`src/rtl/fd_queue.sv`:
```
// Fetch-to-decode instruction queue: circular buffer of DEPTH {instr, PC, PC+4, arm} entries.
// Optional macro ARM_MODE_EN stores the per-entry ARM/Thumb-set bit; otherwise armD is tied low.
module fd_queue #(
    parameter int DEPTH = 4,
    parameter int XLEN  = 32
) (
    input  logic                     clk,
    input  logic                     rst_n,
    input  logic                     validF,
    input  logic [XLEN-1:0]          RDD,
    input  logic [XLEN-1:0]          PCF,
    input  logic [XLEN-1:0]          PCPlus4F,
    input  logic                     armF,
    output logic                     readyF,
    output logic                     validD,
    output logic [XLEN-1:0]          instrD,
    output logic [XLEN-1:0]          PCD,
    output logic [XLEN-1:0]          PCPlus4D,
    output logic                     armD,
    input  logic                     StallD,
    input  logic                     FlushD,
    output logic [$clog2(DEPTH):0]   countD
);

    localparam int AW = $clog2(DEPTH);
    localparam logic [AW:0] FULL = (AW+1)'(DEPTH);

    logic [XLEN-1:0] instr_mem [DEPTH];
    logic [XLEN-1:0] pc_mem    [DEPTH];
    logic [XLEN-1:0] pc4_mem   [DEPTH];

    logic [AW-1:0] rd_ptr;
    logic [AW-1:0] wr_ptr;
    logic [AW:0]   count;
    logic          push;
    logic          pop;

    assign readyF = (count < FULL);
    assign validD = (count != '0);
    assign countD = count;
    assign push   = validF & readyF & ~FlushD;
    assign pop    = validD & ~StallD & ~FlushD;

    always_ff @(posedge clk or negedge rst_n) begin
        if (!rst_n) begin
            rd_ptr <= '0;
            wr_ptr <= '0;
            count  <= '0;
        end else if (FlushD) begin
            // Flush wins over stall and drops the entry offered this cycle.
            rd_ptr <= wr_ptr;
            count  <= '0;
        end else begin
            if (push) wr_ptr <= wr_ptr + AW'(1);
            if (pop)  rd_ptr <= rd_ptr + AW'(1);
            if (push && !pop)
                count <= count + (AW+1)'(1);
            else if (pop && !push)
                count <= count - (AW+1)'(1);
        end
    end

    always_ff @(posedge clk) begin
        if (push) begin
            instr_mem[wr_ptr] <= RDD;
            pc_mem[wr_ptr]    <= PCF;
            pc4_mem[wr_ptr]   <= PCPlus4F;
        end
    end

    always_comb begin
        instrD   = '0;
        PCD      = '0;
        PCPlus4D = '0;
        if (validD) begin
            instrD   = instr_mem[rd_ptr];
            PCD      = pc_mem[rd_ptr];
            PCPlus4D = pc4_mem[rd_ptr];
        end
    end

`ifdef ARM_MODE_EN
    logic arm_mem [DEPTH];
    logic arm_last;

    always_ff @(posedge clk) begin
        if (push) arm_mem[wr_ptr] <= armF;
    end

    // arm_last keeps armD at the last popped value while the queue is empty.
    always_ff @(posedge clk or negedge rst_n) begin
        if (!rst_n)
            arm_last <= 1'b0;
        else if (pop)
            arm_last <= arm_mem[rd_ptr];
    end

    assign armD = validD ? arm_mem[rd_ptr] : arm_last;
`else
    logic unused_armF;
    assign unused_armF = armF;
    assign armD        = 1'b0;
`endif

endmodule
```
`config.mk`:
```
export PLATFORM = sky130hd
export DESIGN_NAME = fd_queue
export DESIGN_NICKNAME = d
export VERILOG_FILES = /design/src/rtl/fd_queue.sv
export SDC_FILE = /design/constraint.sdc
export NUM_CORES = 1
export LEC_CHECK = 0
export BUFFER_PORTS_ARGS = -buffer_cell sky130_fd_sc_hd__buf_4
export CAP_MARGIN = 15
export CORE_ASPECT_RATIO = 1.25
export CORE_MARGIN = 2
export CORE_UTILIZATION = 30
export CTS_CLUSTER_DIAMETER = 120
export DETAILED_ROUTE_END_ITERATION = 8
export SKIP_CTS_REPAIR_TIMING = 1
export SYNTH_ARGS = -nofsm -noshare
export SYNTH_HDL_FRONTEND = slang
export SYNTH_SLANG_ARGS = --single-unit
```
`constraint.sdc`:
```
create_clock -name clk -period 7.32 [get_ports clk]
set_input_delay 0.732 -clock clk [delete_from_list [all_inputs] [get_ports clk]]
set_output_delay 0.732 -clock clk [all_outputs]
set_load 0.02 [all_outputs]
```
==> results.yml <==
pwr:
  total_leakage_power_nw: 6.27
  power_density_nw_per_um2: 398
  vdd_drop_max_v: 0.000255
cells_and_area:
  n_antenna_cell: 0
  fillers: 4519
  nets: 991
  fin_area_um2: 18600
  drive_gt1_frac: 0.406
  area_growth_syn_to_layout_pct: 23.9
  multi_input_area_um2: 3100
  seq_area_um2: 11700
  utilization: 0.377
synth:
  syn-instance-count: 667
  syn_nets: 774
  synth-seq-cells: 391
  synthAdderAreaFrac: 0.00467
  ys_seq_area_frac: 0.781
  async_flop_share: 0.0179
  yosysUniqueCellTypes: 32
  synth-simple-area-share: 0.0492
  syn_area_um2: 15000
  synth_top_family_by_area: "multiplexers"
  yosysWarningCount: 0
  synth_area_per_cell_um2: 22.5
  synthXorXnorAreaFrac: 0.00175
  synth_mux_area_frac: 0.145
  synth_ff_type: "edfxtp_1"
  synth_compound_area_frac: 0.00426
  synth_enable_flop_cells: 384
cts:
  clk_latency_ps: 550
  root_buffer: "clkbuf_16"
  cts_tree: "yes"
  clkTransAtPathRegs_ps: 60
  clockBufferDepth: 3
  htreeDepth: 2
  numCtsBuffers: 42
  cts_sinks: 391
floorplan:
  core-area_um2: 49300
  die_area_um2: 51800
  rows: 91
  die_w_um: 204
  die_h_um: 254
  io_pins: 204
  initial_core_util: 0.304
place:
  post-dp-hpwl_mm: 16.5
  place_ws_ps: 3830
  place_congestion: 0.660
  postPlaceCellArea_um2: 17200
  io_buffers: 201
routing:
  postRouteAntennaNets: 0
  viasPerCell: 4.53
  firstDrtPassIters: 4
  routed_wl_mm: 31.3
  num_vias: 7106
  drt_iter0_markers: 384
  post-route-drc-count: 0
  wl_per_cell_um: 20.0
outcome:
  status: "finished clean"
worst_setup_path:
  start_kind: "flip-flop"
  path_cells: "buf_4 > mux4_2 > and2_1 > buf_4"
  required_ps: 6590
  ff2ff_path_depth: 8
  end_kind: "primary output"
  critPathKind: "reg2out"
  cp_max_fo: 57
  cp_slowest_stage_delay_ps: 1030
  slowest_stage: "dfrtp_4"
  cp.arrival_ps: 3070
  cp_common_cell: "buf_4"
global_routing:
  grt_pass1_vias: 7677
  antenna_found_initial: 1
  grt_max_degree: 72
  grt_overflow_total: 0
  grt_pass1_wl_mm: 46.6
  grt_use_total: 0.121
hold_path:
  hold_class: "in2reg"
  hold_depth: 1
timing:
  fin_ws_ps: 3520
  finalCriticalPeriod_ps: 3800
  setup_viol: 0
  skew_ps: 12.4
  clock.fmax_mhz: 263
  tightest_slew_ps: 1010
  hold_violations: 0
  drv_slew: 0
  slew-limit-headroom: 0.329
  finalSetupTns_ps: 0
  fin_hold_ws_ps: 379
  rsz0062_at_grt: "no"
  finalCritPeriodShare: 0.520
job:
  cap_violations: 0
placed cells by master (no fill, tap or decap), drive strengths merged, types with 2 or more instances in the layout:
master / n
edfxtp: 384
buf: 208
and2: 97
mux4: 96
clkbuf: 55
clkinv: 14
inv: 8
dfrtp: 7
nand2b: 4
nor2: 4
and3: 4
ha: 4
bufinv: 4
nor2b: 3
xnor2: 2
o211ai: 2
o21ai: 2
or3: 2
clkinvlp: 2
synth_stat cells, drive strengths merged, types with 3 or more instances:
cell	number	area [µm²]
and2	97	607
nor2b	3	18.8
mux4	96	2160
nand2b	4	25.0
buf	17	109
dfrtp	7	175
inv	7	26.3
edfxtp	384	11500
clkbuf	19	72.6
ha	4	50.1
nor2	4	15.0
and3	4	25.0
cell type report:
cell class	count	share of cell area
repair buffers	209	0.0853
inverters	7	0.00142
well taps	651	0.0439
clock buffers	55	0.0604
multi-input cells	233	0.167
flip-flops and latches	391	0.631
clock inverters	21	0.0114
stage by stage:
stage / std cells / power [mW]
floorplan: 667 / 4.46
global placement: 1490 / 5.43
detailed placement: 1490 / 5.45
CTS: 1566 / 7.54
global route: 1567 / 7.76
finish: 1567 / 7.39
where the power goes:
part	leakage (nW)	switching (mW)	internal [mW]
Clock	0.649	0.836	1.22
Sequential	3.56	0.175	2.71
Combinational	2.05	1.30	1.14
Total	6.27	2.31	5.08
cells by family after synthesis:
| kind of cell | Yosys count |
|---|---|
| AOI/OAI and AO/OA | 9 |
| xor gates and xnor gates | 3 |
| adders and majority gates | 5 |
| buffers and inverters | 43 |
| DFF | 391 |
| muxes | 97 |
| other | 1 |
| and+or+nand+nor | 118 |
state kept, by name, summed over array words and instances, names as in the netlist:
register,count
wr_ptr,2
rd_ptr,2
countD,3
pc_mem,128
instr_mem,128
pc4_mem,128
worst paths after layout:
check	startpoint	to	slack (ps)
setup / recovery	rd_ptr[1]$_DFFE_PN0P_	PCPlus4D[1]	3520
hold / removal	RDD[15]	instr_mem[0][15]$_DFFE_PP_	380
setup reg to reg	countD[2]$_DFFE_PN0P_	countD[2]$_DFFE_PN0P_	4010
hold reg to reg	wr_ptr[0]$_DFFE_PN0P_	rd_ptr[0]$_DFFE_PN0P_	620
max in group asynchronous	rst_n	rd_ptr[0]$_DFFE_PN0P_	6630
min in group asynchronous	rst_n	countD[0]$_DFFE_PN0P_	540
metal layers:
metal / up-vias / wire (µm) / GRT usage
li1: 3145 / - / -
met3: 43 / 1960 / 0.0364
met2: 173 / 15700 / 0.206
met5: - / 13 / 0
met1: 3743 / 13000 / 0.148
met4: 2 / 659 / 0.0379
worst max-delay path: cells and delay by family (launching register included):
kind | cells | cell delay (ps)
buffers and inverters | 2 | 870
muxes | 1 | 420
and+or+nand+nor | 1 | 170
DFF | 1 | 1030
(Power assumes the default switching activity.)
